<file path="config.mk">
export PLATFORM = sky130hd
export DESIGN_NAME = gpio_bram_arbiter_flat
export DESIGN_NICKNAME = d
export VERILOG_FILES = /design/src/rtl/gpio_bram_arbiter_if.sv /design/src/rtl/gpio_bram_arbiter.sv /design/src/flat_wrapper.sv
export SDC_FILE = /design/constraint.sdc
export NUM_CORES = 1
export LEC_CHECK = 0
export CORE_AREA = 2 2 74 76
export CTS_BUF_LIST = sky130_fd_sc_hd__clkbuf_4
export DETAILED_ROUTE_END_ITERATION = 7
export DIE_AREA = 0 0 76 78
export DONT_BUFFER_PORTS = 1
export PLACE_DENSITY_LB_ADDON = 0.25
export REMOVE_ABC_BUFFERS = 1
export SLEW_MARGIN = 20
export SYNTH_ARGS = -nofsm -noshare
export SYNTH_HDL_FRONTEND = slang
export SYNTH_SLANG_ARGS = --single-unit
export TNS_END_PERCENT = 20
</file>
<file path="constraint.sdc">
create_clock -name clk_i -period 5 [get_ports clk_i]
set_input_delay 1 -clock clk_i [delete_from_list [all_inputs] [get_ports clk_i]]
set_output_delay 1 -clock clk_i [all_outputs]
set_load 0.01 [all_outputs]
</file>
<file path="src/rtl/gpio_bram_arbiter_if.sv">
// Requester-side bus of gpio_bram_arbiter: per-requester request slices packed side by side,
// plus the one-hot grant/response and the lock-break pulse.
interface gpio_bram_arbiter_if #(
  parameter int unsigned NumReq    = 2,
  parameter int unsigned DataWidth = 32,
  parameter int unsigned AddrWidth = 1
);
  localparam int unsigned MaskWidth = DataWidth / 8;

  logic [NumReq-1:0]           req_i;
  logic [NumReq-1:0]           lock_i;
  logic [NumReq-1:0]           we_i;
  logic [NumReq*MaskWidth-1:0] wmask_i;
  logic [NumReq*AddrWidth-1:0] addr_i;
  logic [NumReq*DataWidth-1:0] wdata_i;
  logic [NumReq-1:0]           gnt_o;
  logic [NumReq-1:0]           rvalid_o;
  logic [DataWidth-1:0]        rdata_o;
  logic                        lock_break_o;

  modport master (
    output req_i, lock_i, we_i, wmask_i, addr_i, wdata_i,
    input  gnt_o, rvalid_o, rdata_o, lock_break_o
  );

  modport slave (
    input  req_i, lock_i, we_i, wmask_i, addr_i, wdata_i,
    output gnt_o, rvalid_o, rdata_o, lock_break_o
  );
endinterface

</file>
<file path="src/rtl/gpio_bram_arbiter.sv">
// Round-robin arbiter sharing one BRAM-style register port between NumReq requesters,
// with per-requester lock for atomic sequences and an optional idle timeout on the lock.
module gpio_bram_arbiter #(
  parameter int unsigned NumReq      = 2,
  parameter int unsigned DataWidth   = 32,
  parameter int unsigned AddrWidth   = 1,
  parameter int unsigned LockTimeout = 0
) (
  input  logic                     clk_i,
  input  logic                     rst_ni,
  gpio_bram_arbiter_if.slave       bus,
  output logic                     bram_en_o,
  output logic                     bram_we_o,
  output logic [DataWidth/8-1:0]   bram_wmask_o,
  output logic [AddrWidth-1:0]     bram_addr_o,
  output logic [DataWidth-1:0]     bram_wdata_o,
  input  logic [DataWidth-1:0]     bram_rdata_i
);
  localparam int unsigned MaskWidth = DataWidth / 8;
  localparam int unsigned PtrWidth  = (NumReq > 1) ? $clog2(NumReq) : 1;
  localparam int unsigned CntWidth  = (LockTimeout > 0) ? $clog2(LockTimeout + 1) : 1;
  localparam logic [CntWidth-1:0] CntMax  = '1;
  localparam logic [CntWidth-1:0] CntLast = CntWidth'(LockTimeout - 1);

  typedef enum logic [1:0] {
    ST_RR     = 2'd0,
    ST_LOCKED = 2'd1,
    ST_BREAK  = 2'd2
  } state_e;

  state_e                r_state;
  logic [PtrWidth-1:0]   r_ptr;
  logic [PtrWidth-1:0]   r_owner;
  logic [CntWidth-1:0]   r_cnt;
  logic [NumReq-1:0]     r_rvalid;
  logic                  r_lock_break;

  state_e                w_state_d;
  logic [PtrWidth-1:0]   w_ptr_d;
  logic [PtrWidth-1:0]   w_owner_d;
  logic [CntWidth-1:0]   w_cnt_d;
  logic                  w_break_d;
  logic                  w_gnt_vld;
  logic [PtrWidth-1:0]   w_gnt_idx;
  logic [PtrWidth-1:0]   w_scan;
  logic [NumReq-1:0]     w_gnt;

  function automatic logic [PtrWidth-1:0] f_next(input logic [PtrWidth-1:0] idx);
    return (32'(idx) == NumReq - 1) ? '0 : idx + PtrWidth'(1);
  endfunction

  // Grant selection and next-state; nothing is granted while reset is held.
  always_comb begin
    w_state_d = r_state;
    w_ptr_d   = r_ptr;
    w_owner_d = r_owner;
    w_cnt_d   = r_cnt;
    w_break_d = 1'b0;
    w_gnt_vld = 1'b0;
    w_gnt_idx = '0;
    w_scan    = '0;
    w_gnt     = '0;
    if (rst_ni) begin
      unique case (r_state)
        ST_RR: begin
          w_cnt_d = '0;
          for (int unsigned i = 0; i < NumReq; i++) begin
            w_scan = PtrWidth'((32'(r_ptr) + i) % NumReq);
            if (!w_gnt_vld && bus.req_i[w_scan]) begin
              w_gnt_vld = 1'b1;
              w_gnt_idx = w_scan;
            end
          end
          if (w_gnt_vld) begin
            if (bus.lock_i[w_gnt_idx]) begin
              w_state_d = ST_LOCKED;
              w_owner_d = w_gnt_idx;
            end else begin
              w_ptr_d = f_next(w_gnt_idx);
            end
          end
        end
        ST_LOCKED: begin
          if (bus.req_i[r_owner]) begin
            w_gnt_vld = 1'b1;
            w_gnt_idx = r_owner;
            w_cnt_d   = '0;
            if (!bus.lock_i[r_owner]) begin
              w_state_d = ST_RR;
              w_ptr_d   = f_next(r_owner);
            end
          end else if ((LockTimeout != 0) && (r_cnt == CntLast)) begin
            w_state_d = ST_BREAK;
            w_ptr_d   = f_next(r_owner);
            w_break_d = 1'b1;
            w_cnt_d   = '0;
          end else if (r_cnt != CntMax) begin
            w_cnt_d = r_cnt + CntWidth'(1);
          end
        end
        // One dead cycle after a forced release before round-robin resumes.
        ST_BREAK: w_state_d = ST_RR;
        default:  w_state_d = ST_RR;
      endcase
      if (w_gnt_vld) w_gnt[w_gnt_idx] = 1'b1;
    end
  end

  // Downstream mux from the granted slice; zero when idle.
  always_comb begin
    bram_en_o    = w_gnt_vld;
    bram_we_o    = 1'b0;
    bram_wmask_o = '0;
    bram_addr_o  = '0;
    bram_wdata_o = '0;
    if (w_gnt_vld) begin
      bram_we_o    = bus.we_i[w_gnt_idx];
      bram_wmask_o = bus.wmask_i[32'(w_gnt_idx)*MaskWidth +: MaskWidth];
      bram_addr_o  = bus.addr_i[32'(w_gnt_idx)*AddrWidth +: AddrWidth];
      bram_wdata_o = bus.wdata_i[32'(w_gnt_idx)*DataWidth +: DataWidth];
    end
  end

  assign bus.gnt_o        = w_gnt;
  assign bus.rvalid_o     = r_rvalid;
  assign bus.rdata_o      = bram_rdata_i;
  assign bus.lock_break_o = r_lock_break;

  always_ff @(posedge clk_i or negedge rst_ni) begin
    if (!rst_ni) begin
      r_state      <= ST_RR;
      r_ptr        <= '0;
      r_owner      <= '0;
      r_cnt        <= '0;
      r_rvalid     <= '0;
      r_lock_break <= 1'b0;
    end else begin
      r_state      <= w_state_d;
      r_ptr        <= w_ptr_d;
      r_owner      <= w_owner_d;
      r_cnt        <= w_cnt_d;
      r_rvalid     <= w_gnt;
      r_lock_break <= w_break_d;
    end
  end
endmodule

</file>
<file path="src/flat_wrapper.sv">
// flat-port wrapper written by rule: the top's interface ports become plain ports
module gpio_bram_arbiter_flat 
#(
  parameter int unsigned NumReq      = 2,
  parameter int unsigned DataWidth   = 32,
  parameter int unsigned AddrWidth   = 1,
  parameter int unsigned LockTimeout = 0
)
  (clk_i, rst_ni, bram_en_o, bram_we_o, bram_wmask_o, bram_addr_o, bram_wdata_o, bram_rdata_i, bus_req_i, bus_lock_i, bus_we_i, bus_wmask_i, bus_addr_i, bus_wdata_i, bus_gnt_o, bus_rvalid_o, bus_rdata_o, bus_lock_break_o);
  gpio_bram_arbiter_if #(.NumReq(NumReq), .DataWidth(DataWidth), .AddrWidth(AddrWidth)) bus_i ();
  input  logic clk_i;
  input  logic rst_ni;
  output logic bram_en_o;
  output logic bram_we_o;
  output logic [DataWidth/8-1:0] bram_wmask_o;
  output logic [AddrWidth-1:0] bram_addr_o;
  output logic [DataWidth-1:0] bram_wdata_o;
  input  logic [DataWidth-1:0] bram_rdata_i;
  input wire logic [$bits(bus_i.req_i)-1:0] bus_req_i;
  input wire logic [$bits(bus_i.lock_i)-1:0] bus_lock_i;
  input wire logic [$bits(bus_i.we_i)-1:0] bus_we_i;
  input wire logic [$bits(bus_i.wmask_i)-1:0] bus_wmask_i;
  input wire logic [$bits(bus_i.addr_i)-1:0] bus_addr_i;
  input wire logic [$bits(bus_i.wdata_i)-1:0] bus_wdata_i;
  output wire logic [$bits(bus_i.gnt_o)-1:0] bus_gnt_o;
  output wire logic [$bits(bus_i.rvalid_o)-1:0] bus_rvalid_o;
  output wire logic [$bits(bus_i.rdata_o)-1:0] bus_rdata_o;
  output wire logic [$bits(bus_i.lock_break_o)-1:0] bus_lock_break_o;
  assign bus_i.req_i = bus_req_i;
  assign bus_i.lock_i = bus_lock_i;
  assign bus_i.we_i = bus_we_i;
  assign bus_i.wmask_i = bus_wmask_i;
  assign bus_i.addr_i = bus_addr_i;
  assign bus_i.wdata_i = bus_wdata_i;
  assign bus_gnt_o = bus_i.gnt_o;
  assign bus_rvalid_o = bus_i.rvalid_o;
  assign bus_rdata_o = bus_i.rdata_o;
  assign bus_lock_break_o = bus_i.lock_break_o;
  gpio_bram_arbiter #(.NumReq(NumReq), .DataWidth(DataWidth), .AddrWidth(AddrWidth), .LockTimeout(LockTimeout)) u_core (.clk_i(clk_i), .rst_ni(rst_ni), .bus(bus_i), .bram_en_o(bram_en_o), .bram_we_o(bram_we_o), .bram_wmask_o(bram_wmask_o), .bram_addr_o(bram_addr_o), .bram_wdata_o(bram_wdata_o), .bram_rdata_i(bram_rdata_i));
endmodule
</file>
* After elaboration in Yosys (flattened, before gate mapping) *
Index checks and enable logic that the tools add are counted.

word-level totals
  register bits after elaboration = 6
  input bits = 114
  output and inout bits = 76
  word-level logic and storage cells = 81

operators by class
  add/subtract/negate cells = 3
  eq/ne operators = 6
  shift-type cells = 3
  mux-type cells = 50
  magnitude comparators = 7
  reduce and logical (&&, ||, !) cells = 8

operators by type and width
  operator                                                              number
  64-bit by 7-bit variable part select with 32-bit output               1
  1-bit 2-to-1 mux                                                      37
  32-bit 2-to-1 mux                                                     1
  1-bit by 2-bit < comparator with 1-bit output, second input constant  6
  2-bit 2-to-1 mux                                                      6
  8-bit by 4-bit variable part select with 4-bit output                 1
  2-bit != test, second input constant                                  3
  1-bit case mux with 2 select lines                                    3
  6-bit AND reduction                                                   1
  5-bit AND reduction                                                   1
  4-bit 2-to-1 mux                                                      1
  2-bit by 1-bit != test with 1-bit output, second input constant       2
  2-bit case mux with 2 select lines                                    1
  4-bit AND reduction                                                   1
  1-bit adder, second input constant                                    3
  2-bit by 1-bit == test with 1-bit output, second input constant       1
  1-bit logical AND                                                     2
  2-bit logical NOT                                                     1
  2-bit nonzero test                                                    1
  2-bit by 2-bit variable part select with 1-bit output                 1
  1-bit demux with 1-bit select                                         1
  1-bit >= comparator, second input constant                            1
  1-bit logical NOT                                                     1

* Longest topological paths before layout *
  depth in word-level cells = 18
  mapped depth = 8

* Worst setup path after synthesis *
No wires, ideal clock.

  kind = input-to-output
  start point = in rst_ni
  end point = out bram_wdata_o[20]
  path slack = 2.042 ns
  arrival time = 1.958 ns
  cell stages on the path = 6
  buffers on the path = 3
  cells stage by stage = clkbuf_1 > o211ai_2 > buf_6 > buf_8 > mux2i_1 > nor2_1

between the ends
  word-level cells in the longest chain between the ends = 3

RTL lines
  what                                                     line                      text
  from (decl)                                              flat_wrapper.sv:12        input logic rst_ni;
  1-bit 2-to-1 mux                                         gpio_bram_arbiter.sv:63   if (rst_ni) begin
  64-bit by 7-bit variable part select with 32-bit output  gpio_bram_arbiter.sv:120  bram_wdata_o = bus.wdata_i[32'(w_gnt_idx)*DataWidth +: DataWidth];
  32-bit 2-to-1 mux *                                      gpio_bram_arbiter.sv:116  if (w_gnt_vld) begin
  to (decl)                                                flat_wrapper.sv:17        output logic [DataWidth-1:0] bram_wdata_o;

Mark *: on every way between the ends. The rest lies on a longest branch, timed or not.

* Worst setup path in the final report *
  start point = in bus_req_i[0]
  end point = out bram_wdata_o[4]

between the ends
  word-level cells in the longest chain between the ends = 15

RTL lines
  what                                                     line                      text
  from (decl)                                              flat_wrapper.sv:19        input wire logic [$bits(bus_i.req_i)-1:0] bus_req_i;
  1-bit 2-to-1 mux (implied by the code) (2 in a row)      gpio_bram_arbiter.sv:69   if (!w_gnt_vld && bus.req_i[w_scan]) begin
  1-bit 2-to-1 mux                                         gpio_bram_arbiter.sv:69
  1-bit 2-to-1 mux                                         gpio_bram_arbiter.sv:64   unique case (r_state)
  1-bit 2-to-1 mux                                         gpio_bram_arbiter.sv:63
  1-bit logical NOT                                        gpio_bram_arbiter.sv:69
  1-bit logical AND                                        gpio_bram_arbiter.sv:69
  1-bit 2-to-1 mux                                         gpio_bram_arbiter.sv:69
  1-bit 2-to-1 mux                                         gpio_bram_arbiter.sv:64
  1-bit 2-to-1 mux                                         gpio_bram_arbiter.sv:63
  1-bit case mux with 2 select lines                       gpio_bram_arbiter.sv:64
  1-bit 2-to-1 mux (2 in a row)                            gpio_bram_arbiter.sv:63
  64-bit by 7-bit variable part select with 32-bit output  gpio_bram_arbiter.sv:120
  32-bit 2-to-1 mux *                                      gpio_bram_arbiter.sv:116

Mark *: on every way between the ends. The rest lies on a longest branch, timed or not. The select of a mux whose other input is x is not followed.

==> run_results.csv <==
group,metric,value,unit
power,pwr-share-seq,22.2,%
timing,rsz0062_at_grt,"no",
clocking,clockBufferDepth,2,
placement,place_inst,179,
power,p_leak,0.578,nW
clocking,cts_inserted_buffers,3,
floorplanning,fp.coreArea,0.00504,mm^2
grt,gr-total-overflow,0,
detailed_routing,dr.pass1.iters,4,
worst_setup_path,max_stage_delay,0.66,ns
worst_setup_path,cp_num_buf_inv,1,
floorplanning,pin_count,190,
finish,layout-drive-gt1-share,11.4,%
clocking,cts.sinks,5,
floorplanning,fp-row-count,26,
yosys,synth_edf_count,0,
floorplanning,fp.dieH,78,um
grt,gr-max-usage-layer,"met3",
clocking,cts-root-buf,"clkbuf_4",
grt,antenna_found_initial,0,
yosys,syn_area,0.00116,mm^2
worst_setup_path,crit_slowest_cell,"o211ai_4",
yosys,yosys-top-cells-count,"39 x mux2i_1, 39 x nor2_1, 38 x buf_4",
yosys,ys_seq_elements,5,
timing,setup_tns,0,ns
detailed_routing,vias,929,
finish,diodes,0,
yosys,synth_top_cell_by_area,"mux2i_1",
detailed_routing,viasPerCell,5.05,
grt,track_usage,12.7,%
placement,place.gp.congestion,0.685,
power,switchingPower,0.169,mW
timing,worst_pin_slew,0.794,ns
timing,fin_ws,1.42,ns
finish,multi_input_area,718,um^2
clocking,clk_latency,0.24,ns
detailed_routing,wire_per_inst,22.2,um
timing,final.setup_skew,0.00525,ns
grt,grtUsageMet1,13.1,%
power,p_sw_share,48.2,%
clocking,postCtsHoldBufs,0,
worst_setup_path,cp_data_required_time,4.00,ns
grt,grt_pass1_wl,5640,um
power,peakVddDrop,0.000120,V
timing,clock.fmax,279,MHz
placement,placed_cell_area,953,um^2
run,drv_cap,0,
worst_setup_path,cp-end-kind,"output pin",
placement,io_buffers,0,
clocking,postCtsSetupRepairBufs,0,
finish,final_core_util,20.0,%
grt,grt_use_met3,17.0,%
clocking,cts_tree,"yes",
detailed_routing,totalWireLength,4080,um
worst_setup_path,crit_start,"bus_req_i[0]",
worst_setup_path,path_delay_family,"compound AO/OA/AOI/OAI gates",
grt,first_global_vias,894,
placement,dp_slack,1.39,ns
placement,dp_hpwl,3300,um
detailed_routing,drc,0,
timing,slew_headroom,46.8,%
timing,fin_crit_sh,71.6,%
finish,fillCellCount,566,
worst_setup_path,worst-setup-path-type,"in -> out",
floorplanning,die_area,0.00593,mm^2
timing,drv_slew,0,
power,p_int,0.181,mW
finish,area_delta_synth_final,-13.1,%
finish,finalNonFillerCells,184,
finish,regArea,125,um^2
timing,finalHoldViolCount,0,
worst_setup_path,start_kind,"input port",
yosys,synth_cell_types,26,
power,p_comb_share,62.5,%
timing,period_minus_slack,3.58,ns
grt,grt_max_degree,41,
clocking,cts.repair.resized,0,
worst_setup_path,arrival,2.58,ns
floorplanning,die_x,76,um
timing,setup_viol,0,
yosys,synth-async-reset-ratio,100,%
grt,use_met2,15.7,%
outcome,outcome,"completed",
finish,nets,229,
yosys,ys_seq_area_share,10.8,%
worst_setup_path,r2r_start,"u_core.r_state[0]",
detailed_routing,first_iter_violations,18,
hold_path,holdCritPathClass,"in -> async",
yosys,yosys-top-cells-area,"mux2i_1 34%, buf_4 25%, nor2_1 13%, dfrtp_1 11%, mux2_2 1.9%",
clocking,clkTransAtPathRegs,0.05,ns
yosys,synth_top_area_share,33.5,%
yosys,synth_cells,151,
power,powerDensity,346,mW/mm^2
finish,final_area,0.00101,mm^2
worst_setup_path,worstPathMaxFanout,21,
power,power.share.clock,15.2,%
clocking,cts_max_level,1,
yosys,syn_avg_cell_area,7.71,um^2
yosys,synth_flop_cell,"dfrtp_1",
floorplanning,start_util,23.1,%
worst_setup_path,crit_chain,"nand2b_1, o211ai_4, buf_4, mux2i_1, nor2_1",
yosys,synth_warnings,0,
detailed_routing,ant_nets,0,
-- per-stage QoR --
step | hold slack [ns] | total power [mW]
after CTS | 0.444 | 0.345
after floorplan | 0.504 | 0.256
final | 0.448 | 0.350
after detailed placement | 0.529 | 0.290
after global placement | 0.527 | 0.285
after global routing | 0.428 | 0.384
-- cells in the final DEF, fill, tap and decap left out --
master / netlist / final
dfrtp_1: 5 / 5
nand2_1: 5 / 5
inv_1: 2 / 2
inv_2: 2 / 2
nor2_1: 39 / 39
mux2_2: 2 / 2
o211ai_4: 0 / 1
nor3b_2: 1 / 1
nand3_1: 1 / 1
o21a_1: 1 / 1
o2bb2ai_1: 1 / 1
buf_4: 38 / 1
o2111a_1: 1 / 1
a31o_1: 1 / 1
nand2b_1: 1 / 1
mux2i_1: 39 / 39
and4_1: 1 / 1
o221ai_4: 0 / 1
a31oi_1: 1 / 1
clkbuf_4: 0 / 4
buf_16: 0 / 1
o21ai_0: 1 / 1
a41oi_1: 1 / 1
conb_1: 1 / 1
-- final timing paths --
kind	slack [ns]	endpoint	cells after the start
setup reg to reg	3.20	u_core.r_ptr	5
setup / recovery	1.42	bram_wdata_o[4]	5
hold / removal	0.45	u_core.r_owner	0
max in group asynchronous	4.48	u_core.r_ptr	0
hold reg to reg	0.53	u_core.r_ptr	2
min in group clk_i	0.53	u_core.r_ptr	2
-- logic make-up (layout without fill, tap and decap cells) --
logic type | count (synthesis) | in the layout | synth area share, %
buffers and inverters | 47 | 10 | 29.2
multiplexers | 41 | 41 | 35.5
AND/OR/NAND/NOR | 48 | 48 | 17.0
AO/OA/AOI/OAI | 9 | 9 | 7.20
other | 1 | 1 | 0.322
flip-flops | 5 | 5 | 10.8
-- per-layer routing --
| metal | wire length [um] | vias to the layer above |
|---|---|---|
| met3 | 1040 | 2 |
| met5 | 0 | - |
| met4 | 6 | 0 |
| met2 | 1640 | 122 |
| met1 | 1390 | 406 |
| li1 | - | 399 |
-- flip-flops by register name, indices dropped and copies added (netlist names) --
| name | flops |
|---|---|
| u_core.bus.rvalid_o | 2 |
| u_core.r_owner | 1 |
| u_core.r_ptr | 1 |
| u_core.r_state | 1 |
-- cell type report --
cell class              instances  area share [%]
clock buffers                   4            2.97
inverters                       4            1.49
multi-input cells              99            71.0
flip-flops and latches          5            12.4
well taps                      70            8.66
repair buffers                  2            3.47
-- power groups by stage --
stage	sequential (mW)	clock [mW]	combinational, mW
3_3_place_gp	0.0776	0	0.207
6_report	0.0777	0.0532	0.219
5_1_grt	0.0817	0.0590	0.244
4_1_cts	0.0779	0.0544	0.212
3_5_place_dp	0.0784	0	0.212
2_1_floorplan	0.0714	0	0.184
Note: power is estimated with default switching activity, not from simulation.
